`src/rtl/pc_sequencer.sv`:
```
// pc_sequencer: PC update with JALR alignment, misalign trap, mtvec trap entry and mret return
module pc_sequencer #(
  parameter int XLEN = 32,
  parameter int STATE_W = 4,
  parameter logic [STATE_W-1:0] EXEC_STATE = 4,
  parameter logic [XLEN-1:0] RESET_VECTOR = '0,
  parameter logic [XLEN-1:0] MTVEC_RESET = '0
)(
  input  logic               clk,
  input  logic               rst,
  input  logic [STATE_W-1:0] state,
  input  logic               stall,
  input  logic               is_btype,
  input  logic               is_jal,
  input  logic               is_jalr,
  input  logic               take_branch,
  input  logic [XLEN-1:0]    imm_b,
  input  logic [XLEN-1:0]    imm_j,
  input  logic [XLEN-1:0]    imm_u,
  input  logic [XLEN-1:0]    alu_result,
  input  logic               trap_req,
  input  logic               trap_is_irq,
  input  logic [4:0]         trap_cause,
  input  logic               mret,
  input  logic               mtvec_wr,
  input  logic [XLEN-1:0]    mtvec_wdata,
  output logic [XLEN-1:0]    pc,
  output logic [XLEN-1:0]    pc_plus_4,
  output logic [XLEN-1:0]    pc_plus_imm,
  output logic [XLEN-1:0]    mepc,
  output logic [XLEN-1:0]    mcause,
  output logic [XLEN-1:0]    mtvec,
  output logic               misalign_exc
);
  logic commit, taken, misal;
  logic [XLEN-1:0] nt, base, trap_pc;
  always_comb begin
    commit = (state == EXEC_STATE) && !stall;
    taken = (is_btype && take_branch) || is_jal;
    pc_plus_4 = pc + XLEN'(4);
    pc_plus_imm = pc + (is_btype ? imm_b : is_jal ? imm_j : imm_u);
    nt = is_jalr ? (alu_result & ~XLEN'(1)) : taken ? pc_plus_imm : pc_plus_4;
    misal = (taken || is_jalr) && (nt[1:0] != 2'b00);
    base = mtvec & ~XLEN'(3);
    trap_pc = (mtvec[0] && trap_is_irq) ? base + XLEN'({trap_cause, 2'b00}) : base;
  end
  always_ff @(posedge clk) begin
    if (rst) begin
      pc <= RESET_VECTOR;
      mepc <= '0;
      mcause <= '0;
      mtvec <= MTVEC_RESET;
      misalign_exc <= 1'b0;
    end else begin
      misalign_exc <= commit && !trap_req && !mret && misal;
      if (mtvec_wr) mtvec <= mtvec_wdata & ~XLEN'(2);
      if (commit) begin
        if (trap_req) begin
          pc <= trap_pc;
          mepc <= trap_is_irq ? nt : pc;
          mcause <= {trap_is_irq, {(XLEN-6){1'b0}}, trap_cause};
        end else if (mret) begin
          pc <= mepc & ~XLEN'(3);
        end else if (misal) begin
          pc <= base;
          mepc <= pc;
          mcause <= '0;
        end else begin
          pc <= nt;
        end
      end
    end
  end
endmodule

```
`config.mk`:
```
export PLATFORM = sky130hd
export DESIGN_NAME = pc_sequencer
export DESIGN_NICKNAME = d
export VERILOG_FILES = /design/src/rtl/pc_sequencer.sv
export SDC_FILE = /design/constraint.sdc
export NUM_CORES = 1
export LEC_CHECK = 0
export CAP_MARGIN = 20
export CORE_ASPECT_RATIO = 1.2
export CORE_MARGIN = 5
export CORE_UTILIZATION = 48
export DETAILED_ROUTE_END_ITERATION = 16
export GPL_TIMING_DRIVEN = 0
export PLACE_DENSITY = 0.88
export SLEW_MARGIN = 10
export SYNTH_ARGS = -nofsm -noshare
export SYNTH_HDL_FRONTEND = slang
export SYNTH_SLANG_ARGS = --single-unit
```
`constraint.sdc`:
```
create_clock -name clk -period 10 [get_ports clk]
set_input_delay 2.5 -clock clk [delete_from_list [all_inputs] [get_ports clk]]
set_output_delay 2.5 -clock clk [all_outputs]
set_load 0.02 [all_outputs]
```
# Yosys cells after proc, flatten, opt, wreduce, memory -nomap -nowiden

Index checks and enable logic that the tools add are counted.

$add $sub $neg: 3
Multiply operators: 0
Div/mod/pow operators: 0
Order comparisons: 0
Equal/unequal tests: 2
Shift operators: 0
Mux-type cells: 15
Bitwise gates (word level): 0
Reduce and logical (&&, ||, !) cells: 15

Operators by type and width:

| operator              | count |
|---|---|
| $mux 32               | 15 |
| $add 32x3->32 const B | 1 |
| $add 32x32->32        | 1 |
| $add 32x7->32         | 1 |
| $logic_and 1x1->1     | 7 |
| $eq 4x3->1 const B    | 1 |
| $reduce_bool 2->1     | 2 |
| $logic_not 1->1       | 3 |
| $reduce_and 3->1      | 1 |
| $logic_or 1x1->1      | 2 |
| $ne 2x2->1 const B    | 1 |

Register bits after elaboration: 128
Bits in latches: 0
Memory bits (writable): 0
ROM bits: 0
Input bits: 180
Output and inout bits: 193
Memories kept: 0

# Depth between registers and ports, before layout

Word-level depth: 10
Gate-level depth with buffers: 16
Mapped depth without buffers: 13

# Worst setup path after synthesis

Ideal clock, no wire load.

Path type: in2out
Start point: input is_jal
End point: output pc_plus_imm[29]
Data arrival time: 5.406 ns
Path slack: 2.094 ns
Stages: 13
Buffers on the path: 2
Path through: buf_2 > buf_1 > mux2i_1 > o21ai_0 > ha_1 > a211oi_1 > nor3_2 > nor2_1 > o211ai_2 > a21oi_1 > or3_1 > nand2_1 > xor2_1

Cells in the longest elaborated chain, start to end: 3

RTL lines:

| element              | RTL line | RTL |
|---|---|---|
| start, declared      | 14       | `input logic is_jal,` |
| $mux 32 (2 in a row) | 41       | `pc_plus_imm = pc + (is_btype ? imm_b : is_jal ? imm_j : imm_u);` |
| $add 32x32->32       | 41       |  |
| end, declared        | 29       | `output logic [XLEN-1:0] pc_plus_imm,` |

Every way passes these cells.

# Final worst setup path

Start point: input is_btype
End point: output pc_plus_imm[30]

Cells in the longest elaborated chain, start to end: 2

RTL lines:

| element         | RTL line | RTL |
|---|---|---|
| start, declared | 13       | `input logic is_btype,` |
| $mux 32         | 41       |  |
| $add 32x32->32  | 41       |  |

Every way passes these cells.

==> impl_metrics.csv <==
group,metric,value,unit
logic_synthesis,yosysWarningCount,0,
worst_setup_path,cp_slowest_stage_delay,0.64,ns
power,clkPwrFrac,28.5,%
clock_tree,cts_tree,"built",
logic_synthesis,yosys.area.top_type,"dfxtp_1",
floorplan,rows,55,
detailed_routing,drtIter0Drc,1337,
power,cellLeakagePower,5.27,nW
detailed_routing,vias,11777,
power,seq_power_share,35.2,%
clock_tree,cts_resized,0,
worst_setup_path,crit_arrival,7.02,ns
logic_synthesis,synth_top_family_by_area,"compound AO/OA/AOI/OAI gates",
worst_setup_path,critPathKind,"input port to output port",
sta,rsz0062_at_grt,"false",
logic_synthesis,yosys.area_share.simple,21.6,%
sta,relSlewSlack,36.5,%
outcome,outcome,"finished clean",
logic_synthesis,synth_top_area_share,22.1,%
power,switchingPower,0.446,mW
detailed_routing,routed_wl,45.3,mm
sta,maxSlewViolCount,0,
power,comb_power_share,36.2,%
floorplan,die_area,22100,um2
worst_setup_path,worst_path_max_delay_cell,"clkdlybuf4s50_1",
worst_setup_path,endpoint_kind,"output port",
logic_synthesis,synth_cells,1243,
sta,setup_viol,0,
logic_synthesis,synthTopCellsByArea,"dfxtp_1 22%, mux2i_1 7.7%, nor2_1 6.7%, ha_1 5.0%, nand2_1 5.0%",
sta,fin_skew,0.00821,ns
detailed_routing,detail_route.vias_per_cell,6.26,
placed_design,dp.final_hpwl,36.5,mm
worst_setup_path,startpoint,"is_btype",
sta,worst_pin_slew,0.949,ns
power,switching_share,35.9,%
clock_tree,clock_sinks,102,
logic_synthesis,async_reset_ff_share,0,%
min_path,whs_path_depth,2,
sta,fmax,0.105,GHz
placed_design,io_buffers,339,
clock_tree,clock_path_buffers,2,
logic_synthesis,synth_xor_area_share,7.95,%
detailed_routing,drcViolationCount,0,
worst_setup_path,ff2ff_path_depth,11,
power,p_int,0.797,mW
sta,period_share,95.2,%
placed_design,place_congestion,1.04,
worst_setup_path,start_kind,"input port",
logic_synthesis,synth_flop_cell,"dfxtp_1",
logic_synthesis,yosysUniqueCellTypes,92,
sta,hold_viol,0,
worst_setup_path,path_max_fanout,10,
clock_tree,cts_made_buffers,9,
final_layout,nets,1839,
clock_tree,cts_hold_buf,0,
final_layout,drive_gt1_share,6.34,%
min_path,hp-class,"flip-flop to flip-flop",
final_layout,mostFrequentLayoutCell,"clkdlybuf4s50_1",
grt,grt_max_degree,18,
placed_design,placed_area,13000,um2
detailed_routing,drtAntennaViolNets,0,
clock_tree,cts.clk_slew.worst_paths,0.08,ns
logic_synthesis,synth_enable_flop_cells,0,
final_layout,utilization,70.8,%
grt,grt_pass1_wl,66.2,mm
logic_synthesis,ys_seq_elements,102,
logic_synthesis,synth_fa_ha_area_share,5.45,%
min_path,holdCritStartpoint,"mepc[1]",
logic_synthesis,synth-compound-area-share,27.7,%
logic_synthesis,synth.avg_cell_area,7.42,um2
sta,min_period,9.52,ns
logic_synthesis,syn_area,9220,um2
floorplan,die_h,162,um
logic_synthesis,ys_seq_area_share,22.1,%
clock_tree,cts_root_buf,"clkbuf_16",
flow_run,drv_cap,0,
power,powerDensity,93.2,nW/um2
grt,grtUsageTotal,38.6,%
power,irDropWorstVdd,0.104,mV
clock_tree,cts_setup_buffers,0,
sta,tns,0,ns
floorplan,io_pins,373,
grt,grt_pass1_vias,11698,
clock_tree,htree_levels,3,
floorplan,core,18900,um2
final_layout,final_cell_area,13300,um2
final_layout,most-common-layout-cells,"339 x clkdlybuf4s50_1, 164 x nor2_1, 123 x nand2_1, 102 x dfxtp_1, 85 x o21ai_0",
power,power,1.24,mW
detailed_routing,wl_per_cell,24.1,um
floorplan,die_w,137,um
floorplan,start_util,48.9,%
clock_tree,insertion_delay,0.35,ns
detailed_routing,drt-pass1-iter-count,6,
worst_setup_path,required,7.50,ns
final_layout,layout-area-overhead-vs-synth,44.7,%
logic_synthesis,muxShareOfSynthArea,7.87,%
worst_setup_path,timing.rr.start,"pc[0]",
grt,antenna_found_initial,2,
grt,grt_remaining_overflow,0,
worst_setup_path,crit_chain,"clkdlybuf4s50_1, clkbuf_1, clkbuf_1, nand2_1, o21ai_0, ha_1, fa_1, a21oi_1, o22ai_2, a21oi_2, or4_4, a31oi_4, o31ai_4, xnor2_1, clkdlybuf4s50_1",
==> synth_stat cells, types with 6 or more instances <==
cell / count
a211o_1: 8
a211oi_1: 23
a21o_1: 13
a21oi_1: 79
a21oi_2: 6
a221oi_1: 16
a22oi_1: 7
a31oi_1: 12
and2_1: 9
and3_1: 12
buf_1: 8
buf_2: 13
buf_4: 30
clkbuf_1: 64
dfxtp_1: 102
ha_1: 37
inv_1: 27
mux2i_1: 71
nand2_1: 123
nand2b_1: 7
nand3_1: 32
nand4_1: 19
nor2_1: 164
nor3_1: 19
nor4_1: 6
o211ai_1: 25
o21ai_0: 85
o21ai_1: 9
o221ai_1: 10
o31a_1: 8
or3_1: 12
xnor2_1: 45
xor2_1: 35
==> power by group through the flow <==
stage / clock, mW / sequential [mW] / combinational [mW]
finish: 0.355 / 0.438 / 0.451
global route: 0.367 / 0.439 / 0.474
CTS: 0.352 / 0.437 / 0.440
detailed placement: 0 / 0.446 / 0.437
global placement: 0 / 0.446 / 0.433
floorplan: 0 / 0.452 / 0.221
==> worst max-delay path: cells and delay by family <==
kind                       cells  cell delay (ns)
AOI/OAI and AO/OA              6             1.00
xor gates and xnor gates       1             0.21
adders and majority gates      2             0.52
buffers and inverters          4             2.21
and+or+nand+nor                2             0.56
==> sequential cells by signal, summed over array words and instances, names as in the netlist <==
register and count:
mcause 6, mepc 32, misalign_exc 1, mtvec 31, pc 32
==> kinds of logic (layout without fill, tap and decap cells) <==
family                     Yosys count  count (layout)
adders and majority gates           39              39
buffers and inverters              144             500
and+or+nand+nor                    431             431
other                                1              28
muxes                               72              72
AOI/OAI and AO/OA                  372             372
DFF                                102             102
xor gates and xnor gates            82              82
==> stage by stage <==
step	setup slack [ns]	std cells	hold WS (ns)
global route	0.192	1882	0.513
finish	0.481	1882	0.501
floorplan	2.09	1269	0.540
CTS	0.481	1881	0.495
global placement	0.494	1864	0.472
detailed placement	0.508	1865	0.483
==> worst paths after layout <==
| check | to | slack [ns] |
|---|---|---|
| setup reg to reg | mepc[30] | 6.05 |
| setup / recovery | pc_plus_imm[30] | 0.48 |
| hold / removal | mepc[1] | 0.50 |
| hold reg to reg | mepc[1] | 0.50 |
==> cell type report <==
class,instances,area (um2)
Antenna cell,1,2.50
Buffer,115,561
Clock buffer,11,253
Clock inverter,5,41.3
Fill cell,1562,5510
Inverter,29,109
Multi-Input combinational cell,1023,6610
Sequential cell,102,2040
Tap cell,256,320
Timing Repair Buffer,340,3400
==> layer usage <==
metal / vias to the layer above / global-route usage [%] / routed length (um) / share of wire, %
met1: 5430 / 43.2 / 15900 / 35
met4: 2 / 21.2 / 2760 / 6.1
met2: 904 / 66.4 / 21300 / 47
li1: 5241 / - / - / -
met5: - / 0 / 16 / 0.035
met3: 200 / 9.73 / 5290 / 12
Note: power is estimated with default switching activity, not from simulation.
